`src/rtl/axi_sync_combine_pkg.sv`:
```
// Shared types and helpers for the multi-lane AXI-stream combiner:
// FSM state encoding and a saturating counter increment.
package axi_sync_combine_pkg;

  typedef enum logic {
    ST_ALIGNED = 1'b0,
    ST_DRAIN   = 1'b1
  } state_e;

  // Increment that sticks at the all-ones value of a width-bit counter.
  function automatic logic [63:0] sat_inc(input logic [63:0] value, input int width);
    logic [63:0] max_value;
    max_value = (width >= 64) ? '1 : ((64'd1 << width) - 64'd1);
    return (value >= max_value) ? value : value + 64'd1;
  endfunction

endpackage

```
`src/rtl/axi_skid_buf_n.sv`:
```
// Two-entry skid buffer: s_ready is registered (never combinational on m_ready),
// one cycle push-to-m_valid latency, full throughput while m_ready stays high.
module axi_skid_buf_n #(
  parameter int WIDTH = 8
) (
  input  logic             clk,
  input  logic             reset_n,
  input  logic             clear,
  input  logic [WIDTH-1:0] s_data,
  input  logic             s_valid,
  output logic             s_ready,
  output logic [WIDTH-1:0] m_data,
  output logic             m_valid,
  input  logic             m_ready
);

  logic [WIDTH-1:0] mem [2];
  logic             wr_ptr;
  logic             rd_ptr;
  logic [1:0]       count;
  logic [1:0]       count_next;
  logic             push;
  logic             pop;

  assign push    = s_valid & s_ready;
  assign pop     = m_valid & m_ready;
  assign m_valid = (count != 2'd0);
  assign m_data  = mem[rd_ptr];

  always_comb begin
    // NOTE: default assignment first, so no path through the case infers a latch.
    count_next = count;
    case ({push, pop})
      2'b10:   count_next = count + 2'd1;
      2'b01:   count_next = count - 2'd1;
      default: count_next = count;
    endcase
  end

  always_ff @(posedge clk or negedge reset_n) begin
    if (!reset_n) begin
      // NOTE: the two data slots are reset as well so the merged output reads zero, not X.
      mem[0]  <= '0;
      mem[1]  <= '0;
      wr_ptr  <= 1'b0;
      rd_ptr  <= 1'b0;
      count   <= 2'd0;
      s_ready <= 1'b0;
    end else if (clear) begin
      mem[0]  <= '0;
      mem[1]  <= '0;
      wr_ptr  <= 1'b0;
      rd_ptr  <= 1'b0;
      count   <= 2'd0;
      s_ready <= 1'b0;
    end else begin
      // NOTE: non-blocking everywhere here; every register samples pre-edge values.
      if (push) begin
        mem[wr_ptr] <= s_data;
        wr_ptr      <= ~wr_ptr;
      end
      if (pop) rd_ptr <= ~rd_ptr;
      count   <= count_next;
      s_ready <= (count_next != 2'd2);
    end
  end

endmodule

```
`src/rtl/axi_sync_combine.sv`:
```
// Merges SIZE lock-stepped AXI-stream lanes into one wide stream, closing and realigning on
// tlast mismatch. Statistics counters are built only with AXI_SYNC_COMBINE_STATS_EN defined.
module axi_sync_combine
  import axi_sync_combine_pkg::*;
#(
  parameter int SIZE      = 2,
  parameter int WIDTH     = 32,
  parameter int CNT_WIDTH = 16
) (
  input  logic                  clk,
  input  logic                  reset_n,
  input  logic                  clear,
  input  logic [SIZE*WIDTH-1:0] i_tdata,
  input  logic [SIZE-1:0]       i_tlast,
  input  logic [SIZE-1:0]       i_tvalid,
  output logic [SIZE-1:0]       i_tready,
  output logic [SIZE*WIDTH-1:0] o_tdata,
  output logic                  o_tlast,
  output logic                  o_tvalid,
  input  logic                  o_tready,
  output logic                  err_misalign,
  output logic [CNT_WIDTH-1:0]  pkt_count,
  output logic [CNT_WIDTH-1:0]  err_count
);

  localparam int DW = SIZE * WIDTH + 1;

  state_e          state;
  logic [SIZE-1:0] done;
  logic            room;
  logic            all_valid;
  logic            mismatch;
  logic            push_req;
  logic            push;
  logic [DW-1:0]   skid_out;

  assign all_valid = &i_tvalid;
  assign mismatch  = (|i_tlast) & ~(&i_tlast);
  assign push_req  = (state == ST_ALIGNED) & all_valid;
  assign push      = push_req & room;

  // Aligned lanes move together; while draining each lane runs free up to its own tlast.
  always_comb begin
    i_tready = '0;
    if (state == ST_ALIGNED) i_tready = {SIZE{room & all_valid}};
    else                     i_tready = ~done;
  end

  axi_skid_buf_n #(.WIDTH(DW)) u_skid (
    .clk     (clk),
    .reset_n (reset_n),
    .clear   (clear),
    .s_data  ({i_tlast[0] | mismatch, i_tdata}),
    .s_valid (push_req),
    .s_ready (room),
    .m_data  (skid_out),
    .m_valid (o_tvalid),
    .m_ready (o_tready)
  );

  assign o_tlast = skid_out[DW-1];
  assign o_tdata = skid_out[DW-2:0];

  always_ff @(posedge clk or negedge reset_n) begin
    if (!reset_n) begin
      state        <= ST_ALIGNED;
      done         <= '0;
      err_misalign <= 1'b0;
    end else if (clear) begin
      state        <= ST_ALIGNED;
      done         <= '0;
      err_misalign <= 1'b0;
    end else begin
      err_misalign <= 1'b0;
      case (state)
        ST_ALIGNED: begin
          if (push && mismatch) begin
            state        <= ST_DRAIN;
            done         <= i_tlast;
            err_misalign <= 1'b1;
          end
        end
        ST_DRAIN: begin
          if (&done) begin
            state <= ST_ALIGNED;
            done  <= '0;
          end else begin
            done <= done | (i_tvalid & i_tready & i_tlast);
          end
        end
        default: state <= ST_ALIGNED;
      endcase
    end
  end

`ifdef AXI_SYNC_COMBINE_STATS_EN
  always_ff @(posedge clk or negedge reset_n) begin
    if (!reset_n) begin
      pkt_count <= '0;
      err_count <= '0;
    end else if (clear) begin
      pkt_count <= '0;
      err_count <= '0;
    end else begin
      if (o_tvalid && o_tready && o_tlast)
        pkt_count <= CNT_WIDTH'(sat_inc(64'(pkt_count), CNT_WIDTH));
      if (push && mismatch)
        err_count <= CNT_WIDTH'(sat_inc(64'(err_count), CNT_WIDTH));
    end
  end
`else
  assign pkt_count = '0;
  assign err_count = '0;
`endif

endmodule

```
`config.mk`:
```
export PLATFORM = sky130hd
export DESIGN_NAME = axi_sync_combine
export DESIGN_NICKNAME = d
export VERILOG_FILES = /design/src/rtl/axi_sync_combine_pkg.sv /design/src/rtl/axi_skid_buf_n.sv /design/src/rtl/axi_sync_combine.sv
export SDC_FILE = /design/constraint.sdc
export NUM_CORES = 1
export LEC_CHECK = 0
export ABC_CLOCK_PERIOD_IN_PS = 1740
export BUFFER_PORTS_ARGS = -buffer_cell sky130_fd_sc_hd__buf_2
export CAP_MARGIN = 10
export CORE_ASPECT_RATIO = 1.75
export CORE_MARGIN = 1
export CORE_UTILIZATION = 47
export DETAILED_ROUTE_END_ITERATION = 10
export PLACE_DENSITY_LB_ADDON = 0.1
export SYNTH_ARGS = -nofsm -noshare
export SYNTH_HDL_FRONTEND = slang
export SYNTH_SLANG_ARGS = --single-unit
```
`constraint.sdc`:
```
create_clock -name clk -period 1.74 [get_ports clk]
set_input_delay 0.261 -clock clk [delete_from_list [all_inputs] [get_ports clk]]
set_output_delay 0.261 -clock clk [all_outputs]
set_load 0.02 [all_outputs]
```
**Word-level counts from Yosys, hierarchy flattened**

Index checks and enable logic that the tools add are counted.

- Input port bits: 72
- Register bits after elaboration: 139

- Bitwise logic cells: 16
- Eq/ne operators: 4
- Magnitude comparators: 3
- $add $sub $neg: 2
- Reductions and logical operators: 9
- Mux-type cells: 26

Operators with widths:

| cell | count |
|---|---|
| 130-bit two-way mux | 2 |
| 65-bit two-way mux | 4 |
| 130-bit bitwise mux | 1 |
| 65-bit demux with 1-bit select | 1 |
| 1-bit two-way mux | 10 |
| 2-bit two-way mux | 5 |
| 2-bit case mux with 2 select lines | 2 |
| 2-bit AND reduction | 3 |
| 2-bit nonzero test | 3 |
| 1-bit AND | 5 |
| 2-bit AND | 2 |
| 2-bit >= comparator, second input constant | 2 |
| 1-bit NOT | 4 |
| 1-bit NOT with 2-bit output | 2 |
| 3-bit by 2-bit inequality test with 1-bit output, second input constant | 1 |
| 2-bit by 1-bit adder with 2-bit output, second input constant | 1 |
| 2-bit by 1-bit == test with 1-bit output, second input constant | 1 |
| 2-bit == test, second input constant | 1 |
| 1-bit logical AND | 2 |
| 2-bit by 1-bit less-than comparator with 1-bit output, second input constant | 1 |
| 2-bit inequality test, second input constant | 1 |
| 2-bit NOT | 1 |
| 2-bit bitwise OR | 1 |
| 1-bit case mux with 2 select lines | 1 |
| 3 further kinds | 3 |

**Longest topological paths before layout**

Gate-level depths: netlist (run 1).

- Word-level depth: 9
- Depth in mapped cells: 8
- Depth with buffers taken out: 7

**By module**

From an unflattened synthesis (run 1), not the netlist that was laid out.

- Cell total of the unflattened synthesis: 725
- Area total of the unflattened synthesis: 7,055.5 um^2

Modules (own cells, without submodules):

| module | cells an instance | instances | area each (um^2) |
|---|---|---|---|
| axi_skid_buf_n | 662 | 1 | 6,555.0 |
| axi_sync_combine | 63 | 1 | 500.5 |

**Least setup slack after synthesis (run 1)**

OpenSTA, ideal clock, no wires.

- Path kind: register to register
- Start point: reg u_skid.count[1]
- End point: reg u_skid.s_ready
- Cell stages (with the launch flop): 7
- Data required time: 1,636 ps
- Buffers on the path: 0
- Period minus slack after synthesis: 1,877 ps
- Library setup time: 104 ps
- Setup slack: -137 ps
- Arrival time: 1,773 ps
- Path through: dfrtp_1 or2_2 and2_1 ha_1 nor2b_1 a21o_1 a221oi_1

- Cells in the longest elaborated chain, start to end: 6
- Elaborated cells between the ends (all ways): 9
- Those cells by class: add/sub (2); eq/ne (3); mux (2); bitwise (1); reduce/logical (1)

Ends and longest elaborated chain:

| what | RTL line | source |
|---|---|---|
| start: declaration | axi_skid_buf_n.sv:20 | `logic [1:0] count;` |
| start signal: assignment | axi_skid_buf_n.sv:63 | `count <= count_next;` |
| 2-bit nonzero test (*) | axi_skid_buf_n.sv:27 | `assign m_valid = (count != 2'd0);` |
| via o_tvalid | axi_sync_combine.sv:19 | `output logic o_tvalid,` |
| 1-bit AND (*) | axi_skid_buf_n.sv:26 | `assign pop = m_valid & m_ready;` |
| 2-bit by 1-bit == test with 1-bit output / 2-bit == test (equally long branches) | axi_skid_buf_n.sv:33 | `case ({push, pop})` |
| 2-bit case mux with 2 select lines (*) | axi_skid_buf_n.sv:33 |  |
| 2-bit inequality test (*) | axi_skid_buf_n.sv:64 | `s_ready <= (count_next != 2'd2);` |
| 1-bit two-way mux (*) | axi_skid_buf_n.sv:49 | `end else if (clear) begin` |
| end signal: assignment | axi_skid_buf_n.sv:64 |  |
| end: declaration | axi_skid_buf_n.sv:11 | `output logic s_ready,` |

The timed path passes the listed nets; every way through them passes the cells marked *.
A chain may end at the register's enable or synchronous reset.

**Final worst setup path (run 1)**

- Start point: reg u_skid.rd_ptr
- End point: out o_tlast

- Cells in the longest elaborated chain, start to end: 4

Ends and longest elaborated chain:

| what | RTL line | source |
|---|---|---|
| start: declaration | axi_skid_buf_n.sv:19 | `logic rd_ptr;` |
| start signal: assignment | axi_skid_buf_n.sv:62 | `if (pop) rd_ptr <= ~rd_ptr;` |
| 1-bit NOT with 2-bit output (not written as such) | axi_skid_buf_n.sv:28 | `assign m_data = mem[rd_ptr];` |
| 65-bit two-way mux (not written as such) (3 in a row) | axi_skid_buf_n.sv:28 |  |
| end: declaration | axi_sync_combine.sv:18 | `output logic o_tlast,` |

Every way passes these cells. The select of a mux whose other input is x is not followed.

==> run metrics, run 1 <==
Routed WL=16100 um; vias per cell=between 5 and 6; Layout area overhead=39.3%; top cell family by delay on the critical path=buffers and inverters; CTS tree=yes; VDD IR max=roughly 0.74 mV; wire length on met1=approximately 6600 um; unrepaired setup endpoints after global routing=true; drt pass-1 iters=4; share of cells above drive strength 1=between 40% and 50%; Placer Congestion=0.794; critical path class=flip-flop to output port; DR WL/cell=20.6 um; Reg2Reg Setup Slack=0.04 ns; #FFs+latches synth=139; Starting DRT DRC Count=about 260; max incr delay on CP=0.44 ns; hold slack=0.0747 ns; Core ar.=between 10000 and 15000 um^2; worst hold path class=primary input to flip-flop; Finish-stage setup viols=65; Synth Cell Area=6130 um^2; vias in the first global route=4713; Detail Route Antenna Nets=0; H-tree depth=4; Remaining Overflow, GRT=0; most frequent cells in the layout=138 x dfrtp_1, 132 x a22o_1, 75 x buf_2; die area=13500 um^2; Unique masters post-synth=29; total power=0.00872 W; Max-Cap Viols=0; commonest non-fill, non-tap cell in the layout=dfrtp_1; initial core utilization=between 40% and 50%; final worst setup slack=-0.132 ns; fin nets=676; CP max stage cell=dfrtp_2; register area=between 3000 and 4000 um^2; Max Slew Vio Count=0; final worst-path cycle share=108%; CP Capture Type=output port; largest net degree at the start of global routing=49; Worst EP arrival=about 1.6 ns; drt drc=0; row count=54; area occupied by multi-input gates=2530 um^2; Crit Path Max Fanout=8; clock skew=~0.012 ns; fmax=534 MHz; initial antenna violation count=2; failing checks=setup timing; Post-DP Area=about 7000 um^2; Root Driver=clkbuf_16; CP required=approximately 1.5 ns; sequential area share after synthesis=a little under three fifths; CTS buffer count=17; metal3 WL=710 um; clock sink count=~140; Clock Latency Late Sink=~0.42 ns; Cells after DPL=737; hpwl dp=9220 um; Post-Layout Cell Count=about 780; Bufs and invs on worst path=3; via count=4395; Hold Violations, Final=0; Yosys warning count=0; global-route wire length before repair=roughly 25000 um; outcome=finished with violations; total track usage=23.8%; Mapped Avg Cell Area=around 14 um^2; clock slew seen by the registers of the worst setup and hold paths=about 0.060 ns; fin crit period=~1.9 ns; Post-synth EDFFs=0; Die X=slightly below 90 um; Cells after Synth=~450; CTS Buffer Depth=2; die height=153 um; most frequent CP cell=buf_6; Async SR Flop Fraction=100%; crit start category=flip-flop; IO Count=~170; Fillers=959; Primary FF master, synth=dfrtp_1; CP cell instances=buf_6 > clkbuf_16 > mux2_4 > buf_6; design area=8540 um^2; met2 WL post-DR=around 8600 um; pwr/cell area=1020 nW/um^2; Port Buffers=140; Highest Signal Layer=met4; leakage power=between 4 and 5 nW
cells by family (layout without fill, tap and decap cells):
logic type                 after synthesis  count (layout)  share of synthesized area (%)
xor gates and xnor gates                 3               3                          0.429
and+or+nand+nor                         19              19                           1.86
DFF                                    139             139                           56.8
AOI/OAI and AO/OA                      145             145                           20.2
buffers and inverters                   75             209                           8.37
other                                    1              34                         0.0612
adders and majority gates                2               2                          0.408
muxes                                   65              65                           11.9
synth_stat cells (2+ instances only):
cell | number | area share (%)
a21oi_1 | 5 | 0.41
a22o_1 | 132 | 19
buf_2 | 17 | 1.4
buf_4 | 34 | 4.2
buf_6 | 11 | 2.0
clkbuf_1 | 6 | 0.37
dfrtp_1 | 139 | 57
ha_1 | 2 | 0.41
inv_1 | 5 | 0.31
inv_2 | 2 | 0.12
mux2_2 | 65 | 12
nor2_1 | 7 | 0.43
nor2b_1 | 2 | 0.20
nor3_1 | 2 | 0.16
o21ai_0 | 4 | 0.33
o32ai_1 | 2 | 0.29
xnor2_1 | 2 | 0.29
metrics by stage:
stage,utilization (%),setup TNS (ns),setup slack [ns]
6_report,67.9,-7.08,-0.132
3_3_place_gp,55.7,0,0.0668
4_1_cts,62.3,-7.42,-0.135
5_1_grt,67.9,-10.35,-0.184
3_5_place_dp,55.7,-0.0129,-0.0129
2_1_floorplan,-,0,0.0256
power breakdown:
group          switching [W]  internal (W)
Combinational       0.000680      0.000619
Clock                0.00132       0.00271
Sequential         0.0000633       0.00332
Total                0.00206       0.00666
flip-flops by register name, summed over array words and instances (netlist names):
name,count
done,2
err_misalign,1
state,1
u_skid.count,2
u_skid.mem,130
u_skid.rd_ptr,1
u_skid.s_ready,1
u_skid.wr_ptr,1
metal layers:
| layer | up-vias | global-route usage (%) |
|---|---|---|
| met1 | 2306 | 29.5 |
| met3 | 12 | 5.56 |
| met2 | 146 | 39.7 |
| met5 | - | 0 |
| li1 | 1931 | - |
| met4 | 0 | 8.99 |
final timing paths:
check,from,end,depth (start not counted)
setup reg to reg,u_skid.count[0],u_skid.s_ready,6
min in group asynchronous,reset_n,u_skid.mem[43],2
setup / recovery,u_skid.rd_ptr,o_tlast,4
hold reg to reg,u_skid.mem[126],u_skid.mem[126],1
max in group asynchronous,reset_n,u_skid.mem[113],3
hold / removal,i_tdata[4],u_skid.mem[69],2
worst reg2reg max path, stage by stage (launching register included):
cell      delay (ns)
dfrtp_1         0.38
or2_4           0.25
and2_4          0.17
ha_4            0.24
nor2b_1         0.15
a21o_1          0.17
a221oi_2        0.25
area by class of cell:
type | instances | share of cell area, %
repair buffers | 171 | 18.9
multi-input cells | 266 | 29.7
flip-flops and latches | 139 | 40.8
clock inverters | 12 | 2.58
well taps | 168 | 2.46
clock buffers | 19 | 5.19
inverters | 7 | 0.337
diodes | 2 | 0.0586
what timing repair did:
item                                    CTS  global route
hold buffers                              1             0
endpoints found under the hold margin    45             0
setup buffers                             6             0
gates cloned                              2             5
endpoints found under the setup margin   68            67
resized for setup                        20           174
(Power assumes the default switching activity.)
==> run 2: changes to the inputs <==
- ABC_CLOCK_PERIOD_IN_PS: 1740 -> 2200
- CORE_UTILIZATION: 47 -> 56
- clock period: 1.74 -> 2.2 ns (I/O delays scaled with it)
==> run metrics, run 2 (synthesis gave the netlist of run 1 again) <==
outcome=finished clean; drt pass-1 iters=4 (unchanged); Placer Congestion=0.781 (-1.6%); CP Capture Type=output port; Fillers=819 (-15%); commonest non-fill, non-tap cell in the layout=buf_2; hpwl dp=8800 um (-4.5%); Comb power frac=12.1% (-2.8 points); DR WL/cell=19.5 um (-5.4%); die area=11400 um^2 (-16%); Worst EP arrival=1.72 ns (+0.11 ns); Fin Setup TNS=0 ns (+7.08 ns); crit start category=flip-flop; sequential power share=45.6% (+6.8 points); CP required=1.87 ns (+0.39 ns); initial core utilization=57.3% (+8.5 points); relative max-transition margin=approximately half; Sw Ratio=25.5% (+1.8 points); leakage power=3.90 nW (-8.5%); row count=50 (-7.4%); CTS buffer count=17 (unchanged); Clk network pwr share=42.2% (-4.1 points); most frequent cells in the layout=139 x buf_2, 138 x dfrtp_1, 132 x a22o_1; Max-Cap Viols=0 (unchanged); Clock Latency Late Sink=0.41 ns (about the same); Pint=0.00437 W (-34%); global-route wire length before repair=22900 um (-6.4%); Root Driver=clkbuf_16; share of cells above drive strength 1=42.6% (-2.8 points); ANT cells=0 (-2); critical path class=flip-flop to output port; fmax=just under 500 MHz; Hold Violations, Final=0 (unchanged); clock skew=0.00590 ns (-0.00628 ns); VDD IR max=0.612 mV (-17%); Crit Path Max Fanout=27 (+19); Routed WL=14100 um (-13%); post-cts sizing count=0 (-100%); IO Count=173 (unchanged); Largest Register=u_skid.mem; max reg flops=130 (unchanged); clock sink count=139 (unchanged); worst slew pin tran=between 0.7 and 0.8 ns; CTS Buffer Depth=2 (unchanged); Core ar.=10700 um^2 (-15%); H-tree depth=4 (unchanged); CTS tree=yes; largest net degree at the start of global routing=66 (+35%); Layout area overhead=19.5%; Starting DRT DRC Count=235 (-11%); Max Slew Vio Count=0 (unchanged); Net Sw Power=0.00149 W (-28%); fin crit period=~2.0 ns; die height=140 um (-8.3%); drt drc=0 (unchanged); total track usage=26.6% (+2.8 points); vias in the first global route=4475 (-5.0%); vias per cell=5.87 (+4.6%); initial antenna violation count=0 (-2); hold_buf cts=1 (unchanged); Remaining Overflow, GRT=0 (unchanged); hold slack=0.153 ns (+0.0782 ns); final worst-path cycle share=~93%; fin nets=657 (-2.8%); via count=4247 (-3.4%); pwr/cell area=800 nW/um^2 (-22%); Top Registers=u_skid.mem (130), done (2), u_skid.count (2); Finish-stage setup viols=0 (-100%); clock slew seen by the registers of the worst setup and hold paths=0.06 ns (about the same); Detail Route Antenna Nets=0 (unchanged); Post-CTS Repair Setup Buffers=0 (-6); unrepaired setup endpoints after global routing=false; worst hold path class=primary input to flip-flop; Port Buffers=140 (unchanged); Die X=81.1 um (-8.2%)
-- run 2: cell types whose count changed in the layout (fill, tap and decap cells not counted), moves of 4 or more --
cell | before | now
mux2_2 | 7 | 65
buf_2 | 75 | 139
buf_4 | 12 | 6
clkbuf_16 | 22 | 17
buf_12 | 12 | 5
clkinv_2 | 3 | 7
mux2_4 | 58 | 0
buf_6 | 64 | 1
bufinv_16 | 6 | 0
-- run 2: cell type report --
cell class / count / area, um^2 / area share [%]
tap: 130 / 163 / 2.22
multi-input combinational: 266 / 2280 / 31.2
clock inverter: 9 / 50.0 / 0.683
timing repair buffer: 152 / 862 / 11.8
clock buffer: 21 / 460 / 6.29
sequential: 139 / 3480 / 47.5
inverter: 7 / 26.3 / 0.359
-- run 2: final timing paths --
path,from,end,slack [ns],cells after the start
setup / recovery,u_skid.rd_ptr,o_tdata[55],0.15,3
hold / removal,i_tdata[9],u_skid.mem[74],0.15,2
setup reg to reg,state,u_skid.s_ready,0.17,8
hold reg to reg,u_skid.mem[20],u_skid.mem[20],0.50,1
max in group asynchronous,reset_n,u_skid.mem[115],1.10,3
min in group asynchronous,reset_n,u_skid.mem[43],0.41,2
-- run 2: routing by layer --
layer	GRT usage, %	up-vias	share of wire (%)
met5	0	-	0
met4	9.96	0	2.3
met3	5.93	23	4.2
met2	44.2	130	53
met1	33.4	2194	40
li1	-	1900	-
-- run 2: per-stage QoR --
step                setup slack (ns)  util [%]  cells  instance area [um^2]  power, W
global placement               0.290      63.6    693                  6800   0.00341
global route                  0.0823      68.5    724                  7320   0.00608
floorplan                      0.323         -    480                  6240   0.00319
CTS                            0.135      68.5    724                  7320   0.00591
finish                         0.153      68.5    724                  7320   0.00586
detailed placement             0.186      63.6    693                  6800   0.00343
-- run 2: critical path, cell delays in order, from the launching register on --
cell     delay, ns
dfrtp_2       0.38
buf_4         0.35
mux2_2        0.41
buf_2         0.16
-- run 2: power by group through the flow --
stage          registers (W)  logic [W]  clock network, W
2_1_floorplan        0.00270   0.000489                 0
6_report             0.00267   0.000710           0.00248
3_3_place_gp         0.00271   0.000695                 0
3_5_place_dp         0.00272   0.000713                 0
4_1_cts              0.00267   0.000717           0.00252
5_1_grt              0.00268   0.000770           0.00263
==> run 3: changes to the inputs <==
- CTS_BUF_LIST: unset -> sky130_fd_sc_hd__clkbuf_8 sky130_fd_sc_hd__clkbuf_16
==> run metrics, run 3 (synthesis gave the netlist of run 1 again) <==
vias per cell=5.86 (-0.12%); vias in the first global route=4475 (unchanged); Sw Ratio=25.6% (+0.086 points); r2r startpoint=state; Core ar.=10700 um^2 (unchanged); hpwl dp=8800 um (unchanged); die height=140 um (unchanged); CTS tree=yes; Finish-stage setup viols=0 (unchanged); total track usage=26.6% (unchanged); total power=0.00585 W (about the same); fmax=488 MHz (about the same); VDD IR max=0.613 mV (about the same); global-route wire length before repair=22900 um (unchanged); Worst EP arrival=1.72 ns (about the same); die area=11400 um^2 (unchanged); pwr/cell area=799 nW/um^2 (about the same); Fillers=819 (unchanged); Top Registers=u_skid.mem (130), done (2), u_skid.count (2); RR Endpoint=u_skid.s_ready; clock slew seen by the registers of the worst setup and hold paths=0.06 ns (about the same); worst slew pin tran=0.778 ns (+0.00119 ns); hold_buf cts=1 (unchanged); Starting DRT DRC Count=238 (+1.3%); Remaining Overflow, GRT=0 (unchanged); crit start category=flip-flop; largest net degree at the start of global routing=66 (unchanged); Clock Latency Late Sink=0.40 ns (about the same); fin crit period=2.05 ns (+0.000381 ns); Fin Setup TNS=0 ns (unchanged); IO Count=173 (unchanged); Net Sw Power=0.00150 W (+0.24%); CP Capture Type=output port; final worst-path cycle share=93.1% (about the same); hold_sp=i_tdata[9]; ANT cells=0 (unchanged); max reg flops=130 (unchanged); most frequent cells in the layout=139 x buf_2, 138 x dfrtp_1, 132 x a22o_1; Pint=0.00436 W (-0.21%); via count=4242 (-0.12%); Post-CTS Repair Setup Buffers=0 (unchanged); Die X=81.1 um (unchanged); CTS Buffer Depth=2 (unchanged); relative max-transition margin=48.0% (-0.080 points); Root Driver=clkbuf_16; Comb power frac=12.1% (about the same); clock skew=0.00575 ns (-0.000145 ns); post-cts sizing count=0 (unchanged); Reg2Reg Setup Slack=0.17 ns (about the same); clock sink count=139 (unchanged); FF-to-FF path depth=8 (unchanged); CTS buffer count=17 (unchanged); H-tree depth=4 (unchanged); WHS Endpoint=u_skid.mem[74]; worst hold path class=primary input to flip-flop; commonest non-fill, non-tap cell in the layout=buf_2; Layout area overhead=19.5% (unchanged); Routed WL=14100 um (+0.11%); drt drc=0 (unchanged); Detail Route Antenna Nets=0 (unchanged); share of cells above drive strength 1=42.6% (unchanged); CP required=1.87 ns (about the same); WHS Path Cells=2 (unchanged); Max-Cap Viols=0 (unchanged); Clk network pwr share=42.2% (about the same); sequential power share=45.7% (about the same); Max Slew Vio Count=0 (unchanged); fin nets=657 (unchanged); Largest Register=u_skid.mem; initial core utilization=57.3% (unchanged); initial antenna violation count=0 (unchanged); Placer Congestion=0.781 (unchanged); outcome=finished clean; critical path class=flip-flop to output port; Hold Violations, Final=0 (unchanged); Port Buffers=140 (unchanged); drt pass-1 iters=4 (unchanged); row count=50 (unchanged); DR WL/cell=19.5 um (+0.11%); leakage power=3.91 nW (+0.21%); Crit Path Max Fanout=27 (unchanged); unrepaired setup endpoints after global routing=false
[run 3: critical path: stages (launching register included)]
cell	delay (ns)
dfrtp_2	0.38
buf_4	0.35
mux2_2	0.41
buf_2	0.16
[run 3: through the flow]
step / hold WS [ns] / util, % / setup WS [ns] / cells / area, um^2
final: 0.153 / 68.5 / 0.153 / 724 / 7320
after global routing: 0.142 / 68.5 / 0.0823 / 724 / 7320
after CTS: 0.143 / 68.5 / 0.135 / 724 / 7320
after detailed placement: 0.274 / 63.6 / 0.186 / 693 / 6800
after global placement: 0.263 / 63.6 / 0.290 / 693 / 6800
after floorplan: 0.0344 / - / 0.323 / 480 / 6240
[run 3: how the worst max path moves through the flow]
stage	from	end	slack (ns)	cells after the start
after floorplan	u_skid.count[1]	u_skid.s_ready	0.32	6
after global placement	state	u_skid.s_ready	0.29	8
after detailed placement	state	u_skid.s_ready	0.19	8
after CTS	u_skid.rd_ptr	o_tdata[55]	0.13	3
after global routing	state	u_skid.s_ready	0.08	8
final	u_skid.rd_ptr	o_tdata[55]	0.15	3
[run 3: layout make-up]
cell class	count	area (um^2)	share of cell area (%)
Sequential cell	139	3480	47.5
Multi-Input combinational cell	266	2280	31.2
Timing Repair Buffer	152	862	11.8
Clock buffer	19	453	6.18
Tap cell	130	163	2.22
Clock inverter	11	57.6	0.786
Inverter	7	26.3	0.359
[run 3: power by group through the flow]
stage	clock, W	combinational, W	sequential, W
after CTS	0.00251	0.000717	0.00267
after global placement	0	0.000695	0.00271
after global routing	0.00262	0.000770	0.00268
after detailed placement	0	0.000713	0.00272
final	0.00247	0.000710	0.00267
after floorplan	0	0.000489	0.00270
[run 3: layer usage]
| layer | global-route usage, % | wire, um |
|---|---|---|
| met4 | 9.96 | 329 |
| met1 | 33.4 | 5660 |
| met2 | 44.2 | 7480 |
| met5 | 0 | 0 |
| met3 | 5.93 | 651 |
